==> src/rtl/rtmq_edge_pkg.sv <==
// Shared constants and helpers for the RTMQ edge timestamping block.
package rtmq_edge_pkg;

    localparam int W_DROP = 8;

    // Record layout is {ts, rise, fall}.
    function automatic int rec_width(input int w_ts, input int w_bus);
        return w_ts + 2 * w_bus;
    endfunction

endpackage

==> src/rtl/rtmq_sync_fifo.sv <==
// Generic first-word-fall-through FIFO; the head entry is always visible on dout.
module rtmq_sync_fifo #(
    parameter int W = 8,
    parameter int N = 8
) (
    input  logic         clk,
    input  logic         rst_n,
    input  logic         push,
    input  logic         pop,
    input  logic         flush,
    input  logic [W-1:0] din,
    output logic [W-1:0] dout,
    output logic         full,
    output logic         empty
);

    localparam int AW = (N > 1) ? $clog2(N) : 1;

    logic [W-1:0]  mem_reg [N];
    logic [AW-1:0] wr_ptr_reg;
    logic [AW-1:0] rd_ptr_reg;
    logic [AW:0]   cnt_reg;
    logic          do_push;
    logic          do_pop;

    assign full  = (cnt_reg == (AW+1)'(N));
    assign empty = (cnt_reg == '0);
    assign dout  = mem_reg[rd_ptr_reg];

    // A pop frees the slot in the same cycle, so a full FIFO can still take a push.
    assign do_pop  = pop && !empty;
    assign do_push = push && (!full || do_pop);

    always_ff @(posedge clk or negedge rst_n) begin
        if (!rst_n) begin
            for (int i = 0; i < N; i++) begin
                mem_reg[i] <= '0;
            end
            wr_ptr_reg <= '0;
            rd_ptr_reg <= '0;
            cnt_reg    <= '0;
        end else if (flush) begin
            wr_ptr_reg <= '0;
            rd_ptr_reg <= '0;
            cnt_reg    <= '0;
        end else begin
            if (do_push) begin
                mem_reg[wr_ptr_reg] <= din;
                wr_ptr_reg          <= wr_ptr_reg + 1'b1;
            end
            if (do_pop) begin
                rd_ptr_reg <= rd_ptr_reg + 1'b1;
            end
            case ({do_push, do_pop})
                2'b10:   cnt_reg <= cnt_reg + 1'b1;
                2'b01:   cnt_reg <= cnt_reg - 1'b1;
                default: cnt_reg <= cnt_reg;
            endcase
        end
    end

endmodule

==> src/rtl/rtmq_edge_stamp.sv <==
// Edge detector for synchronized inputs: stamps every change with a free-running
// counter and queues {ts, rise, fall} records for a valid/ready consumer.
module rtmq_edge_stamp
    import rtmq_edge_pkg::*;
#(
    parameter int W_BUS  = 1,
    parameter int W_TS   = 32,
    parameter int N_FIFO = 8
) (
    input  logic              clk,
    input  logic              rst_n,
    input  logic [W_BUS-1:0]  din,
    input  logic              en,
    input  logic              clr,
    output logic              evt_valid,
    input  logic              evt_ready,
    output logic [W_TS-1:0]   evt_ts,
    output logic [W_BUS-1:0]  evt_rise,
    output logic [W_BUS-1:0]  evt_fall,
    output logic              ovf,
    output logic [W_DROP-1:0] drop_cnt
);

    localparam int W_REC = rec_width(W_TS, W_BUS);

    logic [W_BUS-1:0]  prv_reg;
    logic              primed_reg;
    logic [W_TS-1:0]   ts_reg;
    logic              ovf_reg;
    logic [W_DROP-1:0] drop_reg;

    logic [W_BUS-1:0]  rise;
    logic [W_BUS-1:0]  fall;
    logic              evt;
    logic              pop;
    logic              push;
    logic              drop;
    logic              fifo_full;
    logic              fifo_empty;
    logic [W_REC-1:0]  fifo_dout;

    assign rise = din & ~prv_reg;
    assign fall = ~din & prv_reg;
    assign evt  = primed_reg && en && (|(rise | fall));
    assign pop  = evt_valid && evt_ready;
    assign push = evt && !clr;
    // A push into a full FIFO survives only if the head leaves in the same cycle.
    assign drop = evt && !clr && fifo_full && !pop;

    always_ff @(posedge clk or negedge rst_n) begin
        if (!rst_n) begin
            prv_reg    <= '0;
            primed_reg <= 1'b0;
            ts_reg     <= '0;
            ovf_reg    <= 1'b0;
            drop_reg   <= '0;
        end else if (clr) begin
            prv_reg    <= din;
            primed_reg <= 1'b0;
            ts_reg     <= '0;
            ovf_reg    <= 1'b0;
            drop_reg   <= '0;
        end else begin
            prv_reg    <= din;
            primed_reg <= 1'b1;
            ts_reg     <= ts_reg + 1'b1;
            if (drop) begin
                ovf_reg <= 1'b1;
                if (drop_reg != '1) begin
                    drop_reg <= drop_reg + 1'b1;
                end
            end
        end
    end

    rtmq_sync_fifo #(
        .W (W_REC),
        .N (N_FIFO)
    ) u_fifo (
        .clk   (clk),
        .rst_n (rst_n),
        .push  (push),
        .pop   (pop),
        .flush (clr),
        .din   ({ts_reg, rise, fall}),
        .dout  (fifo_dout),
        .full  (fifo_full),
        .empty (fifo_empty)
    );

    assign evt_valid = !fifo_empty;
    assign {evt_ts, evt_rise, evt_fall} = fifo_dout;
    assign ovf      = ovf_reg;
    assign drop_cnt = drop_reg;

endmodule
==> config.mk <==
export PLATFORM = sky130hd
export DESIGN_NAME = rtmq_edge_stamp
export DESIGN_NICKNAME = d
export VERILOG_FILES = /design/src/rtl/rtmq_edge_pkg.sv /design/src/rtl/rtmq_sync_fifo.sv /design/src/rtl/rtmq_edge_stamp.sv
export SDC_FILE = /design/constraint.sdc
export NUM_CORES = 1
export LEC_CHECK = 0
export BUFFER_PORTS_ARGS = -buffer_cell sky130_fd_sc_hd__buf_2
export CORE_ASPECT_RATIO = 1.75
export CORE_MARGIN = 3
export CORE_UTILIZATION = 30
export DETAILED_ROUTE_END_ITERATION = 10
export GPL_TIMING_DRIVEN = 0
export PLACE_DENSITY_LB_ADDON = 0.05
export REMOVE_ABC_BUFFERS = 1
export SYNTH_ARGS = -nofsm -noshare
export SYNTH_HDL_FRONTEND = slang
export SYNTH_SLANG_ARGS = --single-unit
==> constraint.sdc <==
create_clock -name clk -period 6.85 [get_ports clk]
set_input_delay 0.3425 -clock clk [delete_from_list [all_inputs] [get_ports clk]]
set_output_delay 0.3425 -clock clk [all_outputs]
set_load 0.1 [all_outputs]
# Yosys cells after proc, flatten, opt, wreduce, memory -nomap -nowiden
# Cells that the tools add are included.
# word_totals
word_cells	78
regBits	325
out_inout_bits	44
inputBits	6
# op_classes
mux	19
n_eq_ne	4
add_sub_neg	6
n_lt_le_gt_ge	3
reduce_logical	22
bitwise	8
# op_table
operator	count
bitwise mux 272 bit	1
binary-select mux 34 bit (select 3 bit)	1
demux 34 bit (select 3 bit)	1
two-way mux 34 bit	3
adder 32 x 1 -> 32 bit (second input constant)	1
two-way mux 32 bit	1
two-way mux 8 bit	3
two-way mux 3 bit	4
logical AND 1 bit	9
adder 8 x 1 -> 8 bit (second input constant)	1
>= comparator 4 bit (second input constant)	2
inequality test 8 bit (second input constant)	1
NOT 3 -> 4 bit	2
one-hot mux 4 bit (2 select lines)	1
nonzero test 2 bit	4
adder 3 x 1 -> 3 bit (second input constant)	2
adder 4 x 1 -> 4 bit (second input constant)	1
equality test 4 bit (second input constant)	1
zero test 1 bit	4
zero test 4 bit	1
< comparator 4 x 1 -> 1 bit (second input constant)	1
two-way mux 4 bit	1
AND reduction 2 bit	2
subtractor 4 x 1 -> 4 bit (second input constant)	1
8 further kinds	13

# Longest topological paths before layout
# Gate-level depths: netlist (run 1).
# depth
depth_word	9
mapped_depth	11
ltp_nobuf	10

# Hierarchy
# From an unflattened synthesis (run 1), not the netlist that was laid out.
# unflattened
cells_unflattened	1011
hier_area_um2	15164.5
# modules_own_cells
module	cells_per_inst	seq_area_each_um2	area_each_um2	instances
rtmq_sync_fifo	778	7056.8	12931.2	1
rtmq_edge_stamp	233	1076.0	2233.4	1

# Worst setup path after synthesis (run 1)
# No wires, ideal clock.
# synth_path
kind	flip-flop to output port
from	reg u_fifo.rd_ptr_reg[0]
to	out evt_ts[12]
slack_ps	4373
arrival_time_ps	2135
required_time_ps	6508
path_stages_with_launch	6
cell_sequence	dfrtp_1 > clkbuf_1 > buf_2 > buf_2 > mux4_2 > mux2_2
# synth_between
elab_chain_len	4
# synth_rtl
item	line_no	source
start: declaration	rtmq_sync_fifo.sv:21	logic [AW-1:0] rd_ptr_reg;
start signal: assignment	rtmq_sync_fifo.sv:52	rd_ptr_reg <= rd_ptr_reg + 1'b1;
NOT 3 -> 4 bit (implied by the code)	rtmq_sync_fifo.sv:28	assign dout = mem_reg[rd_ptr_reg];
binary-select mux 34 bit (select 3 bit)	rtmq_sync_fifo.sv:28	
two-way mux 34 bit (implied by the code) (2 in a row)	rtmq_sync_fifo.sv:28	
end: declaration	rtmq_edge_stamp.sv:17	output logic [W_TS-1:0] evt_ts,
# No other way between the ends. The select of a mux whose other input is x is not followed.

# Final worst setup path (run 1)
# layout_path
from	in din
to	reg u_fifo.mem_reg[78] in the netlist's numbering
# layout_between
elab_chain_len	7
# layout_rtl
item	line_no	source
start: declaration	rtmq_edge_stamp.sv:12	input logic [W_BUS-1:0] din,
NOT 1 bit	rtmq_edge_stamp.sv:43	assign fall = ~din & prv_reg;
AND 1 bit	rtmq_edge_stamp.sv:43	
bitwise OR 1 bit (*)	rtmq_edge_stamp.sv:44	assign evt = primed_reg && en && (|(rise | fall));
logical AND 1 bit (*)	rtmq_edge_stamp.sv:44	
logical AND 1 bit (*)	rtmq_edge_stamp.sv:46	assign push = evt && !clr;
logical AND 1 bit (*)	rtmq_sync_fifo.sv:32	assign do_push = push && (!full || do_pop);
AND reduction 2 bit (no source line) (*)	n/a	
end signal: indexed assignment	rtmq_sync_fifo.sv:48	mem_reg[wr_ptr_reg] <= din;
end: declaration	rtmq_sync_fifo.sv:19	logic [W-1:0] mem_reg [N];
# Every way passes the cells marked *; elsewhere a longest branch is shown, timed or not.
# A chain may end at the register's enable or synchronous reset.

==> impl_metrics.csv, run 1 <==
group,metric,value,unit
global_route,grt_usage,14.29,%
route,drt_drc_violations_left,0,
setup_path,cp_slowest_cell,"nand4b_4",
finish,largest_register_ffs,272,
timing,tightest_slew,1288,ps
setup_path,max_stage_delay,1040,ps
clock_network,clk_latency,520,ps
clock_network,cts_tree,"built",
setup_path,arrival,4160,ps
logic_synthesis,synth_top_area_share,52.68,%
logic_synthesis,synthCells,1025,
logic_synthesis,synth-edff-count,0,
route,dr_wl_met3,1038,um
clock_network,cts_max_path_buffers,3,
setup_path,cp_num_buf_inv,3,
timing,tns,0,ps
global_route,grt_overflow,0,
timing,rsz0062_at_grt,"false",
placed_design,port_buffers,49,
logic_synthesis,synthTopCellsByArea,"dfrtp_1 53%, mux2_2 18%, mux4_2 9.9%",
clock_network,cts_max_level,2,
logic_synthesis,yosysUniqueCellTypes,56,
finish,fin_cells,1729,
placed_design,dp_cells,1666,
global_route,grt_pass1_vias,9613,
logic_synthesis,yosysSeqAreaShare,52.68,%
placed_design,routabilityCongestion,0.6696,
route,dr_total_vias,8593,
setup_path,path_class,"input port to register",
timing,hold_viol,0,
setup_path,required,7240,ps
logic_synthesis,yosysWarnings,0,
die,rows,109,
route,avgViaCountPerCell,4.970,
global_route,antenna_found_initial,0,
logic_synthesis,ys_ff_latch,325,
logic_synthesis,synth_top_cell_by_area,"dfrtp_1",
outcome,status,"completed",
worst_hold_path,hold_class,"input port to asynchronous set/reset pin",
logic_synthesis,synth_flop_cell,"dfrtp_1",
clock_network,root_buffer,"clkbuf_16",
logic_synthesis,ys_top_cells_by_count,"325 x dfrtp_1, 244 x mux2_2, 68 x mux4_2",
route,ant_nets,0,
power,p_total,4.631,mW
die,coreArea,50730,um^2
die,initial_core_util,30.43,%
logic_synthesis,ys_async_sr_fraction,100.0,%
route,met1_length,16920,um
power,p_leak,8.317,nW
route,totalWireLength,37910,um
timing,finalMaxSlewViolations,0,
timing,whs,239.1,ps
route,wl_per_cell,21.92,um
job,max_cap_viol_count,0,
placed_design,placed_area,16440,um^2
clock_network,cts_resized,0,
power,power_per_cell_area,263.1,nW/um^2
finish,syn2layout_area_growth,14.01,%
die,die_x,177.5,um
route,top_layer_used,"met4",
setup_path,crit_fanout,34,
timing,fmax,265.6,MHz
die,io_pins,50,
clock_network,clkTransAtPathRegs,60,ps
global_route,grt_pass1_wl,59900,um
die,dieArea,54320,um^2
clock_network,numCtsBuffers,36,
timing,clock_skew,10.95,ps
logic_synthesis,synth_most_common_cell,"dfrtp_1",
placed_design,hpwl,22000,um
route,wl_met2,19110,um
finish,fin_area,17600,um^2
route,drtIter0Drc,390,
power,irDropWorstVdd,0.2903,mV
placed_design,place_ws,2809,ps
logic_synthesis,netlist_area,15440,um^2
route,dr.pass1.iters,4,
global_route,grt_max_degree,107,
setup_path,cp-end-kind,"register",
timing,setup_viol,0,
die,die-height,306.1,um
finish,layout-drive-gt1-share,47.51,%
setup_path,crit_chain,"dlygate4sd3_1 > buf_2 > inv_1 > ha_1 > and4bb_1 > a21boi_4 > nand4b_4 > mux2_4",
finish,final_nets,1054,
timing,layout_min_cycle_time,3765,ps
finish,n_antenna_cell,0,
timing,slew_headroom,14.00,%
setup_path,cp-start-kind,"input port",
timing,finalCritPeriodShare,54.97,%
clock_network,cts.sinks,325,
timing,finalWorstSetupSlack,3085,ps
setup_path,critical-path-top-delay-family,"simple AND/OR/NAND/NOR gates",
logic_synthesis,syn_avg_cell_area,15.06,um^2
finish,fin_util,34.69,%
==> final timing paths <==
check                                         start                    to  slack (ps)  depth (start not counted)
worst min-delay path                          rst_n   u_fifo.mem_reg[160]         240                          2
worst max-delay path                            din    u_fifo.mem_reg[78]        3080                          8
worst min register to register  u_fifo.mem_reg[173]   u_fifo.mem_reg[173]         480                          1
worst max register to register              prv_reg    u_fifo.mem_reg[78]        3230                          5
min in group clk                          evt_ready  u_fifo.rd_ptr_reg[0]         300                          4
max in group asynchronous                     rst_n  u_fifo.rd_ptr_reg[1]        5210                          4
==> cells by family (layout without fill, tap and decap cells) <==
logic type | count (synthesis) | count (layout) | share of synthesized area, %
buffers and inverters | 102 | 140 | 3.218
muxes | 382 | 382 | 34.08
and+or+nand+nor | 130 | 130 | 5.617
DFF | 325 | 325 | 52.68
xor gates and xnor gates | 16 | 16 | 0.9077
adders and majority gates | 8 | 8 | 0.6484
AOI/OAI and AO/OA | 62 | 62 | 2.845
==> worst register-to-register path: stages (launching register included) <==
cell      delay, ps
dfrtp_1         370
ha_1            300
and4bb_1        570
a21boi_4        510
nand4b_4       1050
mux2_4          700
==> power by group <==
group / internal (mW) / switching [mW]
Sequential: 1.95 / 0.118
Combinational: 0.246 / 0.386
Clock: 1.14 / 0.792
Total: 3.34 / 1.30
==> routing by layer <==
layer / vias to the layer above / track usage (%)
met5: - / 0
met4: 0 / 3.858
met3: 44 / 1.983
met2: 105 / 24.44
met1: 4607 / 18.98
li1: 3837 / -
==> area by class of cell <==
class                      count  area [um^2]
timing repair buffer          72        640.6
inverter                       7        26.28
tap                          666        833.3
fill                        4981        33130
clock inverter                 7        85.08
clock buffer                  54         1060
multi-input combinational    598         6814
sequential                   325         8142
==> cell usage in the layout, fill, tap and decap left out, types with 5 or more instances in the layout <==
master and n:
clkbuf_16 37, ha_1 8, buf_6 8, buf_2 48, clkinv_2 5, nand4_1 10, and4_1 6, a21oi_1 24
clkbuf_8 7, clkbuf_1 10, o31ai_1 18, mux4_2 68, mux2_4 53, nand3_1 15, inv_1 6, or4_1 21
buf_8 7, buf_16 6, nor2b_1 5, dfrtp_1 322, nand2_1 19, xor2_1 12, mux2_2 244, o21ai_0 6
nor2_1 22, mux2_1 13
==> timing repair <==
action | CTS | global route
hold buffers | 2 | 0
setup buffers | 0 | 0
setup endpoints to repair | 0 | 0
hold endpoints to repair | 20 | 0
Power figures use the tool's default switching activity.
==> run 2: changes to the inputs <==
==> constraint.sdc (replaced) <==
create_clock -name clk -period 3.34 [get_ports clk]
set_input_delay 0.167 -clock clk [delete_from_list [all_inputs] [get_ports clk]]
set_output_delay 0.167 -clock clk [all_outputs]
set_load 0.1 [all_outputs]
==> run 2 against run 1 <==
  * Total power up 110%
  * Setup slack worse by 3100 ps
  * Combinational power up 120%
  * Global-route usage up 0.26 points
  * Die area unchanged
==> impl_metrics.csv, run 2 (synthesis gave the netlist of run 1 again) <==
group,metric,value,unit
global_route,grt_max_degree,107,
timing,rsz0062_at_grt,"true",
timing,setup_viol,0,
placed_design,port_buffers,49,
placed_design,dp_cells,1666,
die,die-height,306.1,um
power,p_leak,8.361,nW
route,ant_nets,0,
timing,finalWorstSetupSlack,3.651,ps
finish,final_cell_mix,"322 x dfrtp_1, 243 x mux2_2, 68 x mux4_2, 54 x mux2_4, 48 x buf_2",
clock_network,cts_max_level,2,
placed_design,place_ws,-525.1,ps
worst_hold_path,hold_class,"input port to asynchronous set/reset pin",
timing,layout_min_cycle_time,3336,ps
finish,n_antenna_cell,0,
finish,syn2layout_area_growth,14.43,%
timing,tns,0,ps
clock_network,numCtsBuffers,36,
route,totalWireLength,38700,um
global_route,grt_overflow,0,
setup_path,worstSetupEndpoint,"u_fifo.mem_reg[17]",
route,dr.pass1.iters,4,
route,drtIter0Drc,383,
placed_design,placed_area,16440,um^2
finish,largest_register_ffs,272,
clock_network,root_buffer,"clkbuf_16",
die,initial_core_util,30.43,%
timing,hold_viol,0,
outcome,status,"completed",
setup_path,r2r_start,"prv_reg",
setup_path,timing.rr.end,"u_fifo.mem_reg[17]",
die,die_x,177.5,um
setup_path,arrival,3730,ps
global_route,grt_pass1_vias,9642,
setup_path,crit_fanout,34,
timing,tightest_slew,1124,ps
timing,fmax,299.7,MHz
route,dr_total_vias,8647,
global_route,grt_usage,14.56,%
die,rows,109,
placed_design,hpwl,22000,um
finish,final_nets,1056,
finish,fin_area,17660,um^2
timing,finalMaxSlewViolations,0,
setup_path,cp-start-kind,"register",
setup_path,reg2reg_setup_slack,4,ps
clock_network,cts_max_path_buffers,3,
route,drt_drc_violations_left,0,
die,io_pins,50,
finish,num-fill-cells,4981,
route,avgViaCountPerCell,4.995,
clock_network,clkTransAtPathRegs,60,ps
setup_path,path_class,"register to register",
global_route,antenna_found_initial,0,
power,p_total,9.552,mW
clock_network,cts_tree,"built",
timing,slew_headroom,24.94,%
finish,fin_util,34.82,%
setup_path,cp-end-kind,"register",
timing,clock_skew,12.99,ps
clock_network,cts.sinks,325,
finish,layout-drive-gt1-share,47.79,%
job,max_cap_viol_count,0,
finish,fin_cells,1731,
setup_path,startpoint,"prv_reg",
clock_network,clk_latency,520,ps
placed_design,routabilityCongestion,0.6696,
die,coreArea,50730,um^2
route,wl_per_cell,22.36,um
timing,whs,62.66,ps
setup_path,required,3730,ps
setup_path,reg2reg_depth,5,
power,irDropWorstVdd,0.5896,mV
timing,finalCritPeriodShare,99.89,%
power,power_per_cell_area,540.7,nW/um^2
die,dieArea,54320,um^2
finish,layout_commonest_cell,"dfrtp_1",
global_route,grt_pass1_wl,60610,um
-- run 2: cell types whose count changed in the layout (fill, tap and decap cells not counted), sizes merged --
cell,before,now
buf,70,71
nand4b,2,3
-- run 2: worst min path at each step --
| stage | start | to | slack, ps | cells after the start |
|---|---|---|---|---|
| 3_5_place_dp | rst_n | u_fifo.mem_reg[230] | 10 | 1 |
| 2_1_floorplan | rst_n | drop_cnt[0] | -130 | 0 |
| 4_1_cts | rst_n | u_fifo.mem_reg[160] | 40 | 2 |
| 5_1_grt | rst_n | u_fifo.mem_reg[160] | 60 | 2 |
| 6_report | rst_n | u_fifo.mem_reg[160] | 60 | 2 |
| 3_3_place_gp | din | prv_reg | 310 | 1 |
-- run 2: final cells by class --
type                    count  area [um^2]  share of cell area (%)
clock inverters             7        85.08                  0.4817
multi-input cells         599         6858                   38.82
inverters                   7        26.28                  0.1487
repair buffers             73        660.6                   3.740
clock buffers              54         1060                   5.999
flip-flops and latches    325         8142                   46.09
well taps                 666        833.3                   4.717
-- run 2: power breakdown --
group | switching [mW] | internal [mW]
sequential | 0.193 | 4.00
clock | 1.62 | 2.34
combinational | 0.869 | 0.529
-- run 2: metal layers --
metal	up-vias	global-route usage (%)	wire length, um	part of all wire [%]
li1	3847	-	-	-
met1	4654	19.39	17360	45
met2	102	24.88	19450	50
met3	44	1.983	1046	2.7
met4	0	3.858	843	2.2
met5	-	0	0	0
-- run 2: timing repair --
item	CTS	global route
setup buffers	1	0
setup endpoints to repair	116	68
resized for setup	5	0
pin swaps	2	0
cloned	1	0
endpoints found under the hold margin	116	0
hold buffers	2	0
-- run 2: critical path, cell delays in order, from the launching register on --
cell and delay [ps]:
dfrtp_1 400, ha_4 230, and4bb_4 410, a21boi_4 580, nand4_4 920, mux2_1 660
